### src/rtl/dec_bit_packer.sv
// rtl/dec_bit_packer.sv - packs non-frozen decoded bits LSB-first and writes the word to DEC memory
module dec_bit_packer #(
    parameter int MAX_K  = 140,
    parameter int ADDR_W = 6
) (
    input  logic              clk,
    input  logic              rst,
    input  logic              pkt_start,
    input  logic [ADDR_W-1:0] pkt_idx,
    input  logic [7:0]        k_num,
    input  logic [9:0]        n_num,
    input  logic              bit_valid,
    input  logic              bit_val,
    input  logic              bit_frozen,
    output logic              bit_ready,
    output logic              wen,
    output logic [ADDR_W-1:0] waddr,
    output logic [MAX_K-1:0]  wdata,
    output logic              pkt_done,
    output logic              err
);

    typedef enum logic [1:0] {
        S_IDLE    = 2'd0,
        S_COLLECT = 2'd1,
        S_WRITE   = 2'd2,
        S_REJECT  = 2'd3
    } state_t;

    state_t            state;
    state_t            state_nxt;

    logic [ADDR_W-1:0] idx_q;
    logic [7:0]        k_q;
    logic [9:0]        n_q;
    logic [MAX_K-1:0]  pack_buf;
    logic [9:0]        pos_cnt;
    logic [7:0]        info_cnt;

    logic              n_legal;
    logic              k_legal;
    logic              params_ok;
    logic              accept;
    logic              last_pos;
    logic              info_room;

    assign n_legal   = (n_num == 10'd128) || (n_num == 10'd256) || (n_num == 10'd512);
    assign k_legal   = (k_num != 8'd0) && (int'(k_num) <= MAX_K);
    assign params_ok = n_legal && k_legal;

    assign bit_ready = (state == S_COLLECT);
    assign accept    = bit_valid && bit_ready;
    assign last_pos  = (pos_cnt == (n_q - 10'd1));
    assign info_room = (info_cnt < k_q);

    always_ff @(posedge clk) begin
        if (rst) begin
            state <= S_IDLE;
        end else begin
            state <= state_nxt;
        end
    end

    always_comb begin
        state_nxt = state;
        case (state)
            S_IDLE: begin
                if (pkt_start) begin
                    state_nxt = params_ok ? S_COLLECT : S_REJECT;
                end
            end
            S_COLLECT: begin
                if (accept && last_pos) begin
                    state_nxt = S_WRITE;
                end
            end
            S_WRITE:  state_nxt = S_IDLE;
            S_REJECT: state_nxt = S_IDLE;
            default:  state_nxt = S_IDLE;
        endcase
    end

    // Strobes default low so wen/pkt_done are single-cycle pulses.
    always_ff @(posedge clk) begin
        if (rst) begin
            idx_q    <= '0;
            k_q      <= '0;
            n_q      <= '0;
            pack_buf <= '0;
            pos_cnt  <= '0;
            info_cnt <= '0;
            err      <= 1'b0;
            wen      <= 1'b0;
            pkt_done <= 1'b0;
            waddr    <= '0;
            wdata    <= '0;
        end else begin
            wen      <= 1'b0;
            pkt_done <= 1'b0;
            case (state)
                S_IDLE: begin
                    if (pkt_start) begin
                        idx_q    <= pkt_idx;
                        k_q      <= k_num;
                        n_q      <= n_num;
                        pack_buf <= '0;
                        pos_cnt  <= '0;
                        info_cnt <= '0;
                        err      <= 1'b0;
                    end
                end
                S_COLLECT: begin
                    if (accept) begin
                        pos_cnt <= pos_cnt + 10'd1;
                        if (!bit_frozen) begin
                            // Surplus info bits are dropped; buffer above K stays zero.
                            if (info_room) begin
                                pack_buf[info_cnt] <= bit_val;
                                info_cnt           <= info_cnt + 8'd1;
                            end else begin
                                err <= 1'b1;
                            end
                        end
                    end
                end
                S_WRITE: begin
                    wen      <= 1'b1;
                    pkt_done <= 1'b1;
                    waddr    <= idx_q;
                    wdata    <= pack_buf;
                    if (info_cnt != k_q) begin
                        err <= 1'b1;
                    end
                end
                S_REJECT: begin
                    pkt_done <= 1'b1;
                    err      <= 1'b1;
                end
                default: ;
            endcase
        end
    end

endmodule

### config.mk
export PLATFORM = sky130hd
export DESIGN_NAME = dec_bit_packer
export DESIGN_NICKNAME = d
export VERILOG_FILES = /design/src/rtl/dec_bit_packer.sv
export SDC_FILE = /design/constraint.sdc
export NUM_CORES = 1
export LEC_CHECK = 0
export ABC_AREA = 1
export CAP_MARGIN = 15
export CORE_ASPECT_RATIO = 0.6
export CORE_MARGIN = 8
export CORE_UTILIZATION = 56
export DETAILED_ROUTE_END_ITERATION = 8
export PLACE_DENSITY = 0.82
export SYNTH_ARGS = -nofsm -noshare
export SYNTH_HDL_FRONTEND = slang
export SYNTH_SLANG_ARGS = --single-unit
### constraint.sdc
create_clock -name clk -period 2.4 [get_ports clk]
set_input_delay 0.6 -clock clk [delete_from_list [all_inputs] [get_ports clk]]
set_output_delay 0.6 -clock clk [all_outputs]
set_load 0.1 [all_outputs]
==> impl_results.md <==
- Avg Cell Area, Syn: 6.86 sq um
- Cell Pwr Density: 906 nW/um^2
- Setup CP Type: register to output pin
- CTS tree: yes
- Initial antenna violation count: 0
- Sum Neg Setup Slack: 0 ns
- Fill cell count: 2,230
- Post-Syn Instances: 2,144
- Final net count: 2,312
- Starting DRT DRC Count: 1,260
- Synth top area cells: dfxtp_1 (45%), nor2_1 (13%), nand2_1 (9.2%), a21oi_1 (6.5%), o21ai_0 (6.0%)
- Area Overhead vs Synth: 20.8%
- Core area: 26,100 sq um
- Met2 Use GR: 39.4%
- Die area: 31,900 sq um
- Skew-Pair Late Insertion Delay: 0.58 ns
- Max incr delay on CP: 0.48 ns
- Final Cycle Share: 92.2%
- Crit-path cells: inv_2, nand2_4, inv_4, buf_12
- Fmax: 0.452 GHz
- First-pass GRT wire length: 66,300 um
- CTS max path bufs: 3
- DP Worst Slack: 0.0781 ns
- Largest net degree at the start of global routing: 95
- Max-cap violations: 0
- Max FO, Critical Path: 8
- Leakage: 8.01 nW
- Gp weighted congestion: 0.902
- Worst slew margin: 53.6%
- Min cycle time layout: 2.21 ns
- Worst slew pin tran: 0.694 ns
- CP startpoint kind: register
- Area share of the largest cell type after synthesis: 45.3%
- Site row count: 46
- Fin. max-slew vios: 0
- Clock Skew: 0.0235 ns
- H-tree Lvls: 1
- Hold WC Path Type: register to register
- Clock Tree Root: clkbuf_16
- YS warnings: 0
- CTS Buf Count: 31
- Area occupied by multi-input gates: 6590 sq um
- Slowest stage cell, crit path: dfxtp_1
- Gr usage total: 25.0%
- Wirelength, routed: 41,700 um
- Final worst setup slack: 0.187 ns
- IO Count: 180
- Die Y: 142 um
- RSZ-0062 raised after global routing: false
- CTS sink cnt: 333
- Die X: 225 um
- Vias per inst: 5.27
- # diodes: 0
- Pre-Repair DR Iteration Count: 5
- Sequential-to-total area share from yosys stat: 45.3%
- #FFs+latches synth: 333
- Hold WS: 0.454 ns
- Commonest non-fill, non-tap cell in the layout: nor2_1
- M3 GR Usage: 4.62%
- Leading area contributor after synthesis: dfxtp_1
- Layout cells sized above 1: 13.1%
- Peak supply drop: 669 uV
- Register Area: 6670 sq um
- Outcome: complete, no violations
- Port bufs: 179
- Starting Density: 56.3%
- Drt wl/cell: 15.7 um
- GR Layer Usage met1: 34.9%
- Overall Power: 16.1 mW
- DP Wirelength: 28,200 um
- Worst Setup End Kind: output pin
- Vias in the first global route: 12,800
- Final Hold Viols: 0
- Drc violations: 0
- Arr. time, crit path: 1.61 ns
- Post-synth net total: 2,188
- Post-CTS setup buffer count: 0
- Total gr overflow: 0
- Final-report setup violation count: 0
- Commonest cells after routing, fill and taps aside: nor2_1 (491), nand2_1 (360), dfxtp_1 (333), inv_1 (219), a21oi_1 (191)
- Synth Cell Area: 14,700 sq um
- WP data required: 1.80 ns
- Vias post-DR: 14,000
- Clock slew at reported path FFs: 0.07 ns
- Netlist cell types: 34
- GR peak layer: met2
- Post-DRT Antenna Nets: 0
## synthesized netlist by cell type
library cell,n
nand3_2,40
inv_4,1
o21a_1,1
a22oi_1,1
nor2_8,1
ha_1,14
nand2_4,1
xnor2_1,3
clkbuf_1,88
a21oi_1,191
a211oi_1,1
buf_6,2
a21boi_2,1
xor2_1,8
nand2_1,361
nor4_1,1
inv_1,219
or2_2,1
inv_2,2
buf_2,27
nand3_1,125
o31ai_1,1
and3_1,2
nand4_1,5
nor3_1,15
nand2_2,2
clkinv_1,13
nor2_1,492
o21ai_0,176
a31oi_1,1
o21ai_2,1
buf_8,5
dfxtp_1,333
buf_1,9
## layout make-up
type | count | share of cell area (%)
Timing Repair Buffer | 222 | 11.5
Multi-Input combinational cell | 1445 | 37.1
Tap cell | 360 | 2.53
Clock inverter | 15 | 1.30
Sequential cell | 333 | 37.5
Clock buffer | 41 | 5.03
Inverter | 235 | 5.01
## worst paths after layout
kind                              from                   endpoint  slack [ns]  cells past startpoint
min reg2reg  pack_buf[87]$_SDFFE_PP0P_     wdata[87]$_SDFFE_PP0P_        0.45                      2
min          pack_buf[87]$_SDFFE_PP0P_     wdata[87]$_SDFFE_PP0P_        0.45                      2
max reg2reg   info_cnt[0]$_SDFFE_PP0P_  pack_buf[11]$_SDFFE_PP0P_        0.19                     13
max              state[1]$_SDFFE_PP0P_                  bit_ready        0.19                      4
## metal layers
layer | part of all wire [%] | vias up
met2 | 44 | 540
li1 | - | 6981
met3 | 8.7 | 76
met5 | 0 | -
met1 | 45 | 6375
met4 | 2.1 | 0
## worst max-delay path: cells and delay by family, from the launching register on
family | cells | cell delay (ns)
and+or+nand+nor | 1 | 0.14
buffers and inverters | 3 | 0.40
DFF | 1 | 0.48
## cells by family (layout without fill, tap and decap cells)
logic type / after synthesis / after routing / share of synthesized area, %
flops: 333 / 333 / 45.3
buf+inv: 366 / 513 / 10.1
compound gates: 374 / 374 / 12.9
simple gates: 1046 / 1046 / 29.9
fa+ha+maj: 14 / 14 / 1.19
xor+xnor: 11 / 11 / 0.655
## metrics by stage
step,cells,instance area (sq um),util (%)
2_1_floorplan,2144,14700,-
3_3_place_gp,2595,16600,63.7
5_1_grt,2651,17800,68.0
4_1_cts,2651,17800,68.0
3_5_place_dp,2595,16600,63.7
6_report,2651,17800,68.0
## report_power, final
part / internal, mW / leakage [nW] / switching (mW) / total, mW
combinational: 0.983 / 4.75 / 3.57 / 4.56
clock: 3.25 / 0.554 / 2.19 / 5.43
sequential: 5.90 / 2.71 / 0.216 / 6.11
total: 10.1 / 8.01 / 5.98 / 16.1
## timing repair
item,CTS,global route
resized for setup,0,1
setup endpoints to repair,0,15
hold buffers,0,0
endpoints found under the hold margin,0,0
## state kept, by name, indices dropped and copies added (netlist names)
name and cells:
waddr 6, wen 1, state 2, n_q 10, k_q 8, pos_cnt 10, idx_q 6, err 1
pack_buf 140, info_cnt 8, pkt_done 1, wdata 140
Note: power is estimated with default switching activity, not from simulation.
